## src/rtl/vga_timing_gen.sv

```systemverilog
// VGA timing master: scan counters, registered sync/blank, and colour pins masked by blank.
// Latency: the pins follow (x,y) by one pixel tick. No backpressure; the generator runs freely.
module vga_timing_gen #(
   parameter int DIV     = 2,
   parameter int HACTIVE = 640,
   parameter int HFP     = 16,
   parameter int HSYNC   = 96,
   parameter int HBP     = 48,
   parameter int VACTIVE = 480,
   parameter int VFP     = 10,
   parameter int VSYNC   = 2,
   parameter int VBP     = 33
) (
   input  logic       clk,
   input  logic       reset,
   output logic [9:0] x,
   output logic [9:0] y,
   input  logic [7:0] r_in,
   input  logic [7:0] g_in,
   input  logic [7:0] b_in,
   output logic       pix_en,
   output logic       vga_hsync_n,
   output logic       vga_vsync_n,
   output logic       vga_blank_n,
   output logic       vga_sync_n,
   output logic [7:0] vga_r,
   output logic [7:0] vga_g,
   output logic [7:0] vga_b,
   output logic       frame_start
);

   localparam int HTOTAL = HACTIVE + HFP + HSYNC + HBP;
   localparam int VTOTAL = VACTIVE + VFP + VSYNC + VBP;
   localparam int HS_LO  = HACTIVE + HFP;
   localparam int HS_HI  = HACTIVE + HFP + HSYNC;
   localparam int VS_LO  = VACTIVE + VFP;
   localparam int VS_HI  = VACTIVE + VFP + VSYNC;
   localparam int DW     = (DIV > 1) ? $clog2(DIV) : 1;

   localparam logic [DW-1:0] DIV_LAST = DW'(DIV - 1);
   localparam logic [9:0]    H_LAST   = 10'(HTOTAL - 1);
   localparam logic [9:0]    V_LAST   = 10'(VTOTAL - 1);

   // The scan counters are 10 bits wide, so larger timings cannot be represented.
   generate
      if (HTOTAL > 1024 || VTOTAL > 1024 || DIV < 1) begin : g_bad_param
         $error("vga_timing_gen: illegal timing parameters");
      end
   endgenerate

   logic [DW-1:0] divcnt;
   logic [9:0]    hcnt;
   logic [9:0]    vcnt;
   logic          active;
   logic          hs;
   logic          vs;

   assign pix_en      = (divcnt == DIV_LAST);
   assign x           = hcnt;
   assign y           = vcnt;
   assign vga_sync_n  = 1'b0;
   assign frame_start = pix_en && (hcnt == 10'd0) && (vcnt == 10'd0);

   assign active = (int'(hcnt) < HACTIVE) && (int'(vcnt) < VACTIVE);
   assign hs     = (int'(hcnt) >= HS_LO) && (int'(hcnt) < HS_HI);
   assign vs     = (int'(vcnt) >= VS_LO) && (int'(vcnt) < VS_HI);

   always_ff @(posedge clk) begin
      if (reset) begin
         divcnt <= '0;
         hcnt   <= '0;
         vcnt   <= '0;
      end else begin
         divcnt <= pix_en ? '0 : divcnt + 1'b1;
         if (pix_en) begin
            if (hcnt == H_LAST) begin
               hcnt <= '0;
               vcnt <= (vcnt == V_LAST) ? 10'd0 : vcnt + 10'd1;
            end else begin
               hcnt <= hcnt + 10'd1;
            end
         end
      end
   end

   // Sync, blank and colour all register on the same tick so they stay aligned at the pins.
   always_ff @(posedge clk) begin
      if (reset) begin
         vga_hsync_n <= 1'b1;
         vga_vsync_n <= 1'b1;
         vga_blank_n <= 1'b0;
         vga_r       <= '0;
         vga_g       <= '0;
         vga_b       <= '0;
      end else if (pix_en) begin
         vga_hsync_n <= ~hs;
         vga_vsync_n <= ~vs;
         vga_blank_n <= active;
         vga_r       <= active ? r_in : 8'd0;
         vga_g       <= active ? g_in : 8'd0;
         vga_b       <= active ? b_in : 8'd0;
      end
   end

endmodule

```

## config.mk

```make
export PLATFORM = sky130hd
export DESIGN_NAME = vga_timing_gen
export DESIGN_NICKNAME = d
export VERILOG_FILES = /design/src/rtl/vga_timing_gen.sv
export SDC_FILE = /design/constraint.sdc
export NUM_CORES = 1
export LEC_CHECK = 0
export CORE_UTILIZATION = 43
export DETAILED_ROUTE_END_ITERATION = 7
export GPL_ROUTABILITY_DRIVEN = 0
export PLACE_DENSITY = 0.76
export REMOVE_ABC_BUFFERS = 1
export SETUP_SLACK_MARGIN = 0.3
export SLEW_MARGIN = 10
export SYNTH_ARGS = -nofsm -noshare
export SYNTH_HDL_FRONTEND = slang
export SYNTH_SLANG_ARGS = --single-unit
```

## constraint.sdc

```tcl
create_clock -name clk -period 2.29 [get_ports clk]
set_input_delay 0.458 -clock clk [delete_from_list [all_inputs] [get_ports clk]]
set_output_delay 0.458 -clock clk [all_outputs]
set_load 0.02 [all_outputs]
```

After elaboration in Yosys (flattened, before gate mapping)
Index checks and enable logic that the tools add are counted.
{"block": "word_totals", "ff_bits": 48, "latchBits": 0, "ram_bits": 0, "rom_bits": 0, "inputBits": 26, "output_inout_bits": 50, "wordCells": 36, "mem_count": 0}
{"block": "op_classes", "addsub": 3, "mul": 0, "n_div": 0, "order_cmp": 6, "n_eq_ne": 2, "n_shift": 0, "muxes": 5, "bitwise": 2, "reduce_logical": 9}
{"operator": "$mux W8", "n": 3}
{"operator": "$add A10 B1 Y10 const B", "n": 2}
{"operator": "$eq A10 B10 Y1 const B", "n": 2}
{"operator": "$logic_not A10 Y1", "n": 2}
{"operator": "$lt A10 B10 Y1 const B", "n": 2}
{"operator": "$lt A10 B9 Y1 const B", "n": 2}
{"operator": "$mux W10", "n": 2}
{"operator": "$ge A10 B10 Y1 const B", "n": 1}
{"operator": "$ge A10 B9 Y1 const B", "n": 1}
{"operator": "$logic_and A1 B1 Y1", "n": 5}
{"operator": "$not A1 Y1", "n": 2}
{"operator": "$reduce_and A2 Y1", "n": 1}
{"operator": "$reduce_or A2 Y1", "n": 1}
{"operator": "$add A1 B1 Y1 const B", "n": 1}

Logic depth before layout (Yosys ltp)
{"block": "logic_depth", "ltp_word": 3, "depth_mapped": 6, "mapped_depth_nobuf": 6}

Worst setup path after synthesis
Ideal clock, no wire load.
{"block": "synth_path", "path_kind": "register -> register", "from": "register hcnt[0] (netlist: x[0])", "to": "register vcnt[6] (netlist: y[6])", "setup_ns": 0.070, "arrival_time_ns": 2.055, "required_ns": 2.220, "setup_slack_ns": 0.165, "stages_incl_launch_ff": 7, "path_buffers": 1, "period_less_slack_ns": 2.125, "cell_sequence": "dfxtp_1 > ha_1 > nand4_2 > or3_4 > buf_6 > or4_1 > a21oi_1"}
{"block": "synth_via", "elab_chain_cells": 2}
{"item": "start: declaration", "line_no": "52", "text": "logic [9:0] hcnt;"}
{"item": "start signal: assignment", "line_no": "80", "text": "hcnt <= hcnt + 10'd1;"}
{"item": "$eq A10 B10 Y1", "line_no": "76", "text": "if (hcnt == H_LAST) begin"}
{"item": "$reduce_and A2 Y1 (no source line)"}
{"item": "end signal: assignment", "line_no": "78", "text": "vcnt <= (vcnt == V_LAST) ? 10'd0 : vcnt + 10'd1;"}
{"item": "end: declaration", "line_no": "53", "text": "logic [9:0] vcnt;"}
Every way passes these cells.
A chain may end at the register's enable or synchronous reset.

Worst setup path in the final report
{"block": "layout_path", "from": "register hcnt[3] (netlist: x[3])", "to": "output port x[3]"}
{"item": "end: declaration", "line_no": "16", "text": "output logic [9:0] x,"}
No word-level cell between the ends.

==> run metrics <==
outcome=finished clean; number of CTS-inserted buffers=5; DP HPWL=3350 um; CP max stage cell=clkdlybuf4s50_1; antenna diode count=0; Worst EP arrival=1480 ps; final-report max-slew violation count=0; Worst EP required=1830 ps; final core occ=66.8%; Tcrit/Tclk final=84.8%; Worst path max stage delay=610 ps; Netlist cell types=43; Hold Fails Final Rpt=0; syn_area_per_cell=10.0 um^2; core area=4380 um^2; hold buffer count at cts=0; Setup WS post-layout=348 ps; remaining antenna violation count=0; Cell Area, Synth=~2000 um^2; final WL=between 4000 and 5000 um; # DRC=0; skew final=between 5 and 6 ps; worst-skew pair later-pin latency=300 ps; Reg clk slew, reported paths=roughly 90 ps; FMAX=515 MHz; min Tclk post-route=1940 ps; RSZ-0062 raised after global routing=true; vias per cell=5.47; Final Net Count=304; post-placement cell count=318; Hold Crit Class=register to register; via count=1789; number of synthesized flops with an enable pin=0; Root Buffer=clkbuf_8; Leakage=between 1 and 1.5 nW; average wire per standard cell=15.1 um; synth warn=0; Max VDD drop=422 uV; Critical Path Start Type=register; Cells after Synth=198; worst-path cell chain=buf_4 -> clkdlybuf4s50_1; final std cells w/o fill=327; DR pass1 iterations=4; H-Tree Depth=2; Starting Density=45.2%; # setup viols final=0; sequential area share after synthesis=48.5%; Initial DRC Count=102; delay-heaviest family, CP=buffers and inverters; dpl ws=88.6 ps; CP Max Fanout=7; vias in the first global route=between 1.5k and 2k; I/O Buffers=74; asr flop ratio synth=0%; crit path buf inv count=2; die area=just under 5000 um^2; Max clock buf depth=2; final setup TNS=0 ps; GRT overflow=0; Cell Pwr Density=565 nW/um^2; # fillers=360; Crit. End Element=primary output; P&R area growth vs syn=47.7%; initial antenna violation count=0; CTS Sinks=48; overall power=1.65 mW; commonest register cell after synthesis=dfxtp_1; pin count of the biggest net entering global routing=27; I/O pins=76; layout cells sized above 1=13.8%; FP Rows=24; kind of critical path=register to primary output; MaxCap Viol Count=0; chip width=69.9 um; Overall Global Routing Usage=20.5%; DIE HEIGHT=around 70 um; TritonCTS clock tree=built; #FFs+latches synth=48; first-pass GRT wire length=7970 um
area by class of cell:
cell class,count,area (um^2),area share [%]
Tap cell,52,65.1,2.22
Timing Repair Buffer,83,806,27.5
Sequential cell,48,973,33.2
Clock buffer,7,86.3,2.95
Multi-Input combinational cell,131,971,33.2
Inverter,5,18.8,0.641
Clock inverter,1,7.51,0.256
metal layers:
metal	wire (um)	share of wire [%]	vias up	track usage [%]
met5	0	0	-	0
met4	60	1.2	0	7.33
met1	2230	45	826	27.9
met2	2150	44	81	29.5
li1	-	-	876	-
met3	493	10	6	8.08
cell usage in the layout (no fill, tap or decap), drive strengths merged, types with 6 or more instances in the layout:
cell,netlist,final
nor2,12,12
xor2,6,6
nor3,11,11
dfxtp,48,48
nand2,9,9
buf,4,10
nand3,10,10
clkdlybuf4s50,0,73
a21oi,7,7
xnor2,6,6
a22o,24,24
clkbuf,10,7
sequential cells by signal (all words and copies together), names as in the netlist:
register and flops:
vga_r 8, vga_blank_n 1, vga_vsync_n 1, vga_hsync_n 1
y 10, x 10, vga_b 8, vga_g 8
pix_en 1
cell usage after synthesis, types with 2 or more instances:
cell	instances	area [um^2]
or4_1	3	22.5
nor4_1	5	31.3
a21oi_1	7	35.0
nand2_1	9	33.8
o21ai_0	2	10.0
dfxtp_1	48	961
clkbuf_1	9	33.8
ha_1	4	50.1
xor2_1	6	52.6
and4_1	2	17.5
o31ai_1	2	15.0
nand2b_1	3	18.8
xnor2_1	6	52.6
nor2b_1	2	12.5
nor2_1	12	45.0
nand4_1	3	18.8
nand3_1	10	50.1
a22o_1	24	210
mux2i_1	2	20.0
nor3_1	11	55.1
buf_6	2	22.5
inv_1	5	18.8
worst reg2reg max path: cells and delay by family, from the launching register on:
family	cells	cell delay [ps]
AO/OA/AOI/OAI	1	150
flip-flops	1	380
adder cells (fa/ha/maj)	1	230
AND/OR/NAND/NOR	3	1100
power breakdown:
part | total, mW | switching (mW) | internal [mW]
clock network | 0.525 | 0.280 | 0.246
registers | 0.887 | 0.0202 | 0.866
logic | 0.242 | 0.109 | 0.133
total | 1.65 | 0.409 | 1.24
path summary, 6_finish.rpt:
check	cells past startpoint	slack, ps	to	start
hold reg to reg	1	460	vga_blank_n	vga_blank_n
setup / recovery	2	350	x[3]	x[3]
hold / removal	1	460	vga_blank_n	vga_blank_n
setup reg to reg	5	360	y[6]	x[0]
stage by stage:
step	area (um^2)	hold slack, ps
finish	2930	460
global route	2930	496
CTS	2880	464
detailed placement	2780	444
global placement	2780	433
floorplan	1900	527
cell families (layout without fill, tap and decap cells):
group                    Yosys count  count (layout)  synth area share [%]
AND/OR/NAND/NOR                   72              72                  21.8
flip-flops                        48              48                  48.5
AO/OA/AOI/OAI                     40              40                  15.6
buffers and inverters             19              96                  5.05
XOR/XNOR                          12              12                  5.30
adder cells (fa/ha/maj)            4               4                  2.53
multiplexers                       2               2                  1.01
other                              1               1                 0.189
repair_timing:
item,4_1_cts,5_1_grt
gates resized for setup,8,14
setup endpoints to repair,3,6
buffers inserted,0,1
pin swaps,0,2
Power figures use the tool's default switching activity.
==> edit 1, RTL diff (config.mk and constraints unchanged) <==
The parameter `DIV` goes from 2 to 4.
--- a/src/rtl/vga_timing_gen.sv
+++ b/src/rtl/vga_timing_gen.sv
@@ -2,5 +2,5 @@
 // Latency: the pins follow (x,y) by one pixel tick. No backpressure; the generator runs freely.
 module vga_timing_gen #(
-   parameter int DIV     = 2,
+   parameter int DIV     = 4,
    parameter int HACTIVE = 640,
    parameter int HFP     = 16,
Function: changed (a bounded check fails within 4 cycles, from zero or initial values and one cycle with reset high).
==> edit 1 against the original RTL <==
  * The run now ends with design-rule violations left
  * Total power is 3.7% lower
  * First-iteration DRC count is 27% higher
  * Wire length is 2.0% lower
  * Global-route usage is 0.13 points lower
  * Sequential share of layout area is 0.17 points lower
  * Clock skew is 0.00094 ns lower
  * Sequential power is 0.6% higher
  * Sequential cell count is 1 higher
  * Final area is 2.3% higher
  * Synthesized area is 2.2% higher
  * Maximum frequency is 1.2% higher
  * Setup slack better by 0.022 ns
==> edit 1: results (changes against the original RTL) <==
* Peak VDD IR at 0.0004149 V (-1.8%)
* Dpl ws at 0.1542 ns (+0.06566 ns)
* M2 GR Usage at 0.3269 (+0.03199)
* Final Non-Filler Cells at 334 (+2.1%)
* Pleak at 1.148 nW (+2.7%)
* Post-DP HPWL at 3393 um (+1.2%)
* Failing checks: design-rule violations
* Cell variety after synth at 44 (+2.3%)
* Sw Share at 0.2294 (-0.01787)
* DRC at 7 (+7)
* Cells after DPL at 324 (+1.9%)
* Synth area leaders: dfxtp_1, a22o_1, ha_1
* Commonest cells post-synth: dfxtp_1, a22o_1, nor2_1, nor3_1, nand3_1
* CP arrival at 2.09 ns (+0.61 ns)
* Seq/Total Area, Yosys at 0.4842 (-0.0005989)
* GRT Resource Usage Total at 0.2039 (-0.001331)
* Routed wire length at 4839 um (-2.0%)
* Grt met1 use at 0.2504 (-0.02820)
* Vias in the first global route at 1,703 (+2.2%)
* 1st-iter DRT viols at 130 (+27%)
* Status: finished with violations
* Worst-path maximum fanout at 6 (-1)
* Post-synthesis mux area share at 0.009883 (-0.0002184)
* Critical-path top delay cell: or3_4
* Vias per inst at 5.452 (-0.34%)
* Synth Area in Adders at 0.03088 (+0.005631)
* First-pass detailed-route iteration total at 8 (+4)
* M3 GR Usage at 0.08405 (+0.003238)
* Proportion of layout cells with a drive suffix above 1 at 0.1560 (+0.01785)
* NumNets Final at 313 (+3.0%)
* Clock skew at 0.004937 ns (-0.0009442 ns)
edit 1: cell count changes after synthesis:
cell,change
and2_1,+1
dfxtp_1,+1
ha_1,+1
nor3_1,+1
edit 1: area by class of cell:
cell class	instances	area, um2
clock buffers	7	86.33
fillers	371	1449
inverters	5	18.77
multi-input cells	134	996.0
flip-flops and latches	49	991.0
well taps	52	65.06
repair buffers	87	838.3
edit 1: timing repair:
action / CTS / global route
pin swaps: 0 / 1
setup buffers: 0 / 3
endpoints found under the setup margin: 3 / 6
gates resized for setup: 7 / 18
edit 1: final timing paths:
check                               to  cells past startpoint            startpoint  slack (ns)
setup / recovery     y[5]$_SDFFE_PP0P_                      6     x[0]$_SDFFE_PP0P_        0.37
hold / removal    divcnt[0]$_SDFF_PP0_                      1  divcnt[0]$_SDFF_PP0_        0.41
setup reg to reg     y[5]$_SDFFE_PP0P_                      6     x[0]$_SDFFE_PP0P_        0.37
hold reg to reg   divcnt[0]$_SDFF_PP0_                      1  divcnt[0]$_SDFF_PP0_        0.41
edit 1: metal layers:
| layer | vias to the layer above | routed length, um |
|---|---|---|
| met5 | - | 0 |
| met4 | 0 | 43 |
| met3 | 4 | 483 |
| met2 | 74 | 2217 |
| met1 | 849 | 2095 |
| li1 | 894 | - |
edit 1: kinds of logic after synthesis:
kind of cell	count (synthesis)
AND/OR/NAND/NOR	74
other	1
XOR/XNOR	12
multiplexers	2
AO/OA/AOI/OAI	40
flip-flops	49
buffers and inverters	19
adder cells (fa/ha/maj)	5
edit 1: power groups by stage:
stage / clock network, W / logic (W) / registers, W
global placement: 0 / 0.000191 / 0.000911
CTS: 0.000526 / 0.000193 / 0.000892
global route: 0.000561 / 0.000213 / 0.000896
detailed placement: 0 / 0.000193 / 0.000911
finish: 0.000504 / 0.000196 / 0.000892
floorplan: 0 / 0.0000524 / 0.000936
==> edit 2, RTL diff (config.mk and constraints unchanged) <==
Made on the original files. One comparison of `vcnt` changes from == to >=.
--- a/src/rtl/vga_timing_gen.sv
+++ b/src/rtl/vga_timing_gen.sv
@@ -76,5 +76,5 @@
             if (hcnt == H_LAST) begin
                hcnt <= '0;
-               vcnt <= (vcnt == V_LAST) ? 10'd0 : vcnt + 10'd1;
+               vcnt <= (vcnt >= V_LAST) ? 10'd0 : vcnt + 10'd1;
             end else begin
                hcnt <= hcnt + 10'd1;
Check against the original RTL: no difference found for any inputs over 10 cycles, from zero or initial values and one cycle with reset high; that may be too few to reach the edited logic, so the function may still have changed.
==> edit 2 against the original RTL <==
  * Via count up 4.0%
  * Die area down 1.2%
  * Clock skew up 0.0016 ns
  * Total power about the same
  * Cell count up 5.8%
  * Synthesized area down 1.2%
  * Setup slack worse by 0.15 ns
  * Wire length up 7.3%
  * Maximum frequency down 7.1%
  * Sequential cell count unchanged
  * Final area up 3.2%
  * Global-route usage up 2.6 points
  * Largest power group unchanged
==> edit 2: results (changes against the original RTL) <==
* Status: complete, no violations
* Synth Flop Type: dfxtp_1
* Seq/Total Area, Yosys at 0.4907 (+0.005886)
* CTS buffer count at 5 (unchanged)
* Worst Setup SP: y[5]$_SDFFE_PP0P_
* Routed wire length at 5298 um (+7.3%)
* Proportion of layout cells with a drive suffix above 1 at 0.1497 (+0.01148)
* Root Driver: clkbuf_8
* M2 GR Usage at 0.3603 (+0.06543)
* GRT Resource Usage Total at 0.2314 (+0.02622)
* Clk_lat worst skew at 0.30 ns (about the same)
* Peak VDD IR at 0.0004516 V (+6.9%)
* Cell variety after synth at 45 (+4.7%)
* Clock skew at 0.007435 ns (+0.001553 ns)
* CTS H-tree depth at 2 (unchanged)
* Commonest cells post-synth: dfxtp_1, a22o_1, nor2_1
* Via Count at 1,860 (+4.0%)
* Global-route wire length before repair at 8797 um (+10%)
* # fillers at 343 (-4.7%)
* 1st-iter DRT viols at 100 (-2.0%)
* Fin area at 3023 um2 (+3.2%)
* Synth area leaders: dfxtp_1, a22o_1, nor2_1
* CTS clk-pin slew, worst paths at 0.09 ns (about the same)
* # diodes at 0 (unchanged)
* I/O Buffers at 74 (unchanged)
* Grt met1 use at 0.3066 (+0.02799)
* Vias in the first global route at 1,745 (+4.7%)
* Reg2reg start: x[0]$_SDFFE_PP0P_
* Pleak at 1.180 nW (+5.5%)
* Yosys warns at 0 (unchanged)
* Initial antenna violation count at 0 (unchanged)
* Largest net degree at the start of global routing at 27 (unchanged)
* Worst-path maximum fanout at 2 (-5)
* HP Class: reg -> reg
* M3 GR Usage at 0.06686 (-0.01395)
* CTS max path bufs at 2 (unchanged)
* Worst hold start: vga_blank_n$_SDFFE_PP0P_
* Post-DP HPWL at 3820 um (+14%)
* First-pass detailed-route iteration total at 4 (unchanged)
* Setup CP Type: reg -> out
* NumNets Final at 323 (+6.3%)
* Post-Place Cell Area at 2907 um2 (+4.7%)
* Ys async rst share at 0 (unchanged)
-- edit 2: cell types whose count changed after synthesis, moves of 3 or more --
| cell | change |
|---|---|
| nor3_1 | -7 |
| o21ai_0 | +7 |
| buf_2 | +6 |
| clkbuf_1 | -6 |
| a22o_1 | +5 |
| nor2_1 | +5 |
| nand4_1 | +4 |
| a21oi_1 | -3 |
| nand3_1 | -3 |
| or4_1 | -3 |
| xnor2_1 | -3 |
-- edit 2: worst paths after layout --
path,endpoint,slack (ns),cells after the start
min reg2reg,vga_blank_n$_SDFFE_PP0P_,0.47,1
min,vga_blank_n$_SDFFE_PP0P_,0.47,1
max reg2reg,y[8]$_SDFFE_PP0P_,0.56,5
max,frame_start,0.20,3
-- edit 2: per-stage QoR --
step | power (W) | TNS [ns] | setup slack [ns] | hold slack, ns | cells
final | 0.001654 | 0 | 0.1997 | 0.4663 | 346
after global routing | 0.001732 | 0 | 0.1397 | 0.4875 | 346
after CTS | 0.001668 | 0 | 0.1611 | 0.4690 | 346
after detailed placement | 0.001153 | -0.1270 | -0.1270 | 0.4495 | 338
after global placement | 0.001149 | -0.1074 | -0.1074 | 0.4343 | 338
after floorplan | 0.001007 | -0.06700 | -0.06700 | 0.5271 | 186
-- edit 2: layer usage --
metal	share of wire	up-vias
met5	0	-
met2	0.47	63
li1	-	913
met3	0.049	11
met1	0.46	873
met4	0.018	0
-- edit 2: what timing repair did --
item                                    in CTS  in global routing
hold buffers                                 0                  0
buffers inserted                             0                  0
pin swaps                                    2                  2
endpoints found under the setup margin       1                  1
resized for setup                            9                  1
gates cloned                                 0                  0
-- edit 2: power by group --
| part | switching (W) | total, W | internal, W |
|---|---|---|---|
| combinational | 0.000116 | 0.000257 | 0.000141 |
| clock | 0.000268 | 0.000513 | 0.000245 |
| sequential | 0.0000190 | 0.000884 | 0.000865 |
-- edit 2: cell type report --
type	instances	share of cell area
Sequential cell	48	0.3179
Clock buffer	7	0.02856
Inverter	6	0.007450
Timing Repair Buffer	100	0.3129
Tap cell	52	0.02152
Multi-Input combinational cell	132	0.3092
Clock inverter	1	0.002483
-- edit 2: critical path, stage by stage, from the launching register on --
cell and delay, ns:
dfxtp_1 0.32, or4_4 0.55, nor4_4 0.28, buf_4 0.18
-- edit 2: cell families (layout without fill, tap and decap cells) --
family	Yosys count	after routing	synth area share
buffers and inverters	18	114	0.04473
muxes	2	2	0.01086
other	1	1	0.001915
and+or+nand+nor	66	66	0.1821
xor gates and xnor gates	7	7	0.03131
AOI/OAI and AO/OA	52	52	0.2128
DFF	48	48	0.4907
adders and majority gates	4	4	0.02556
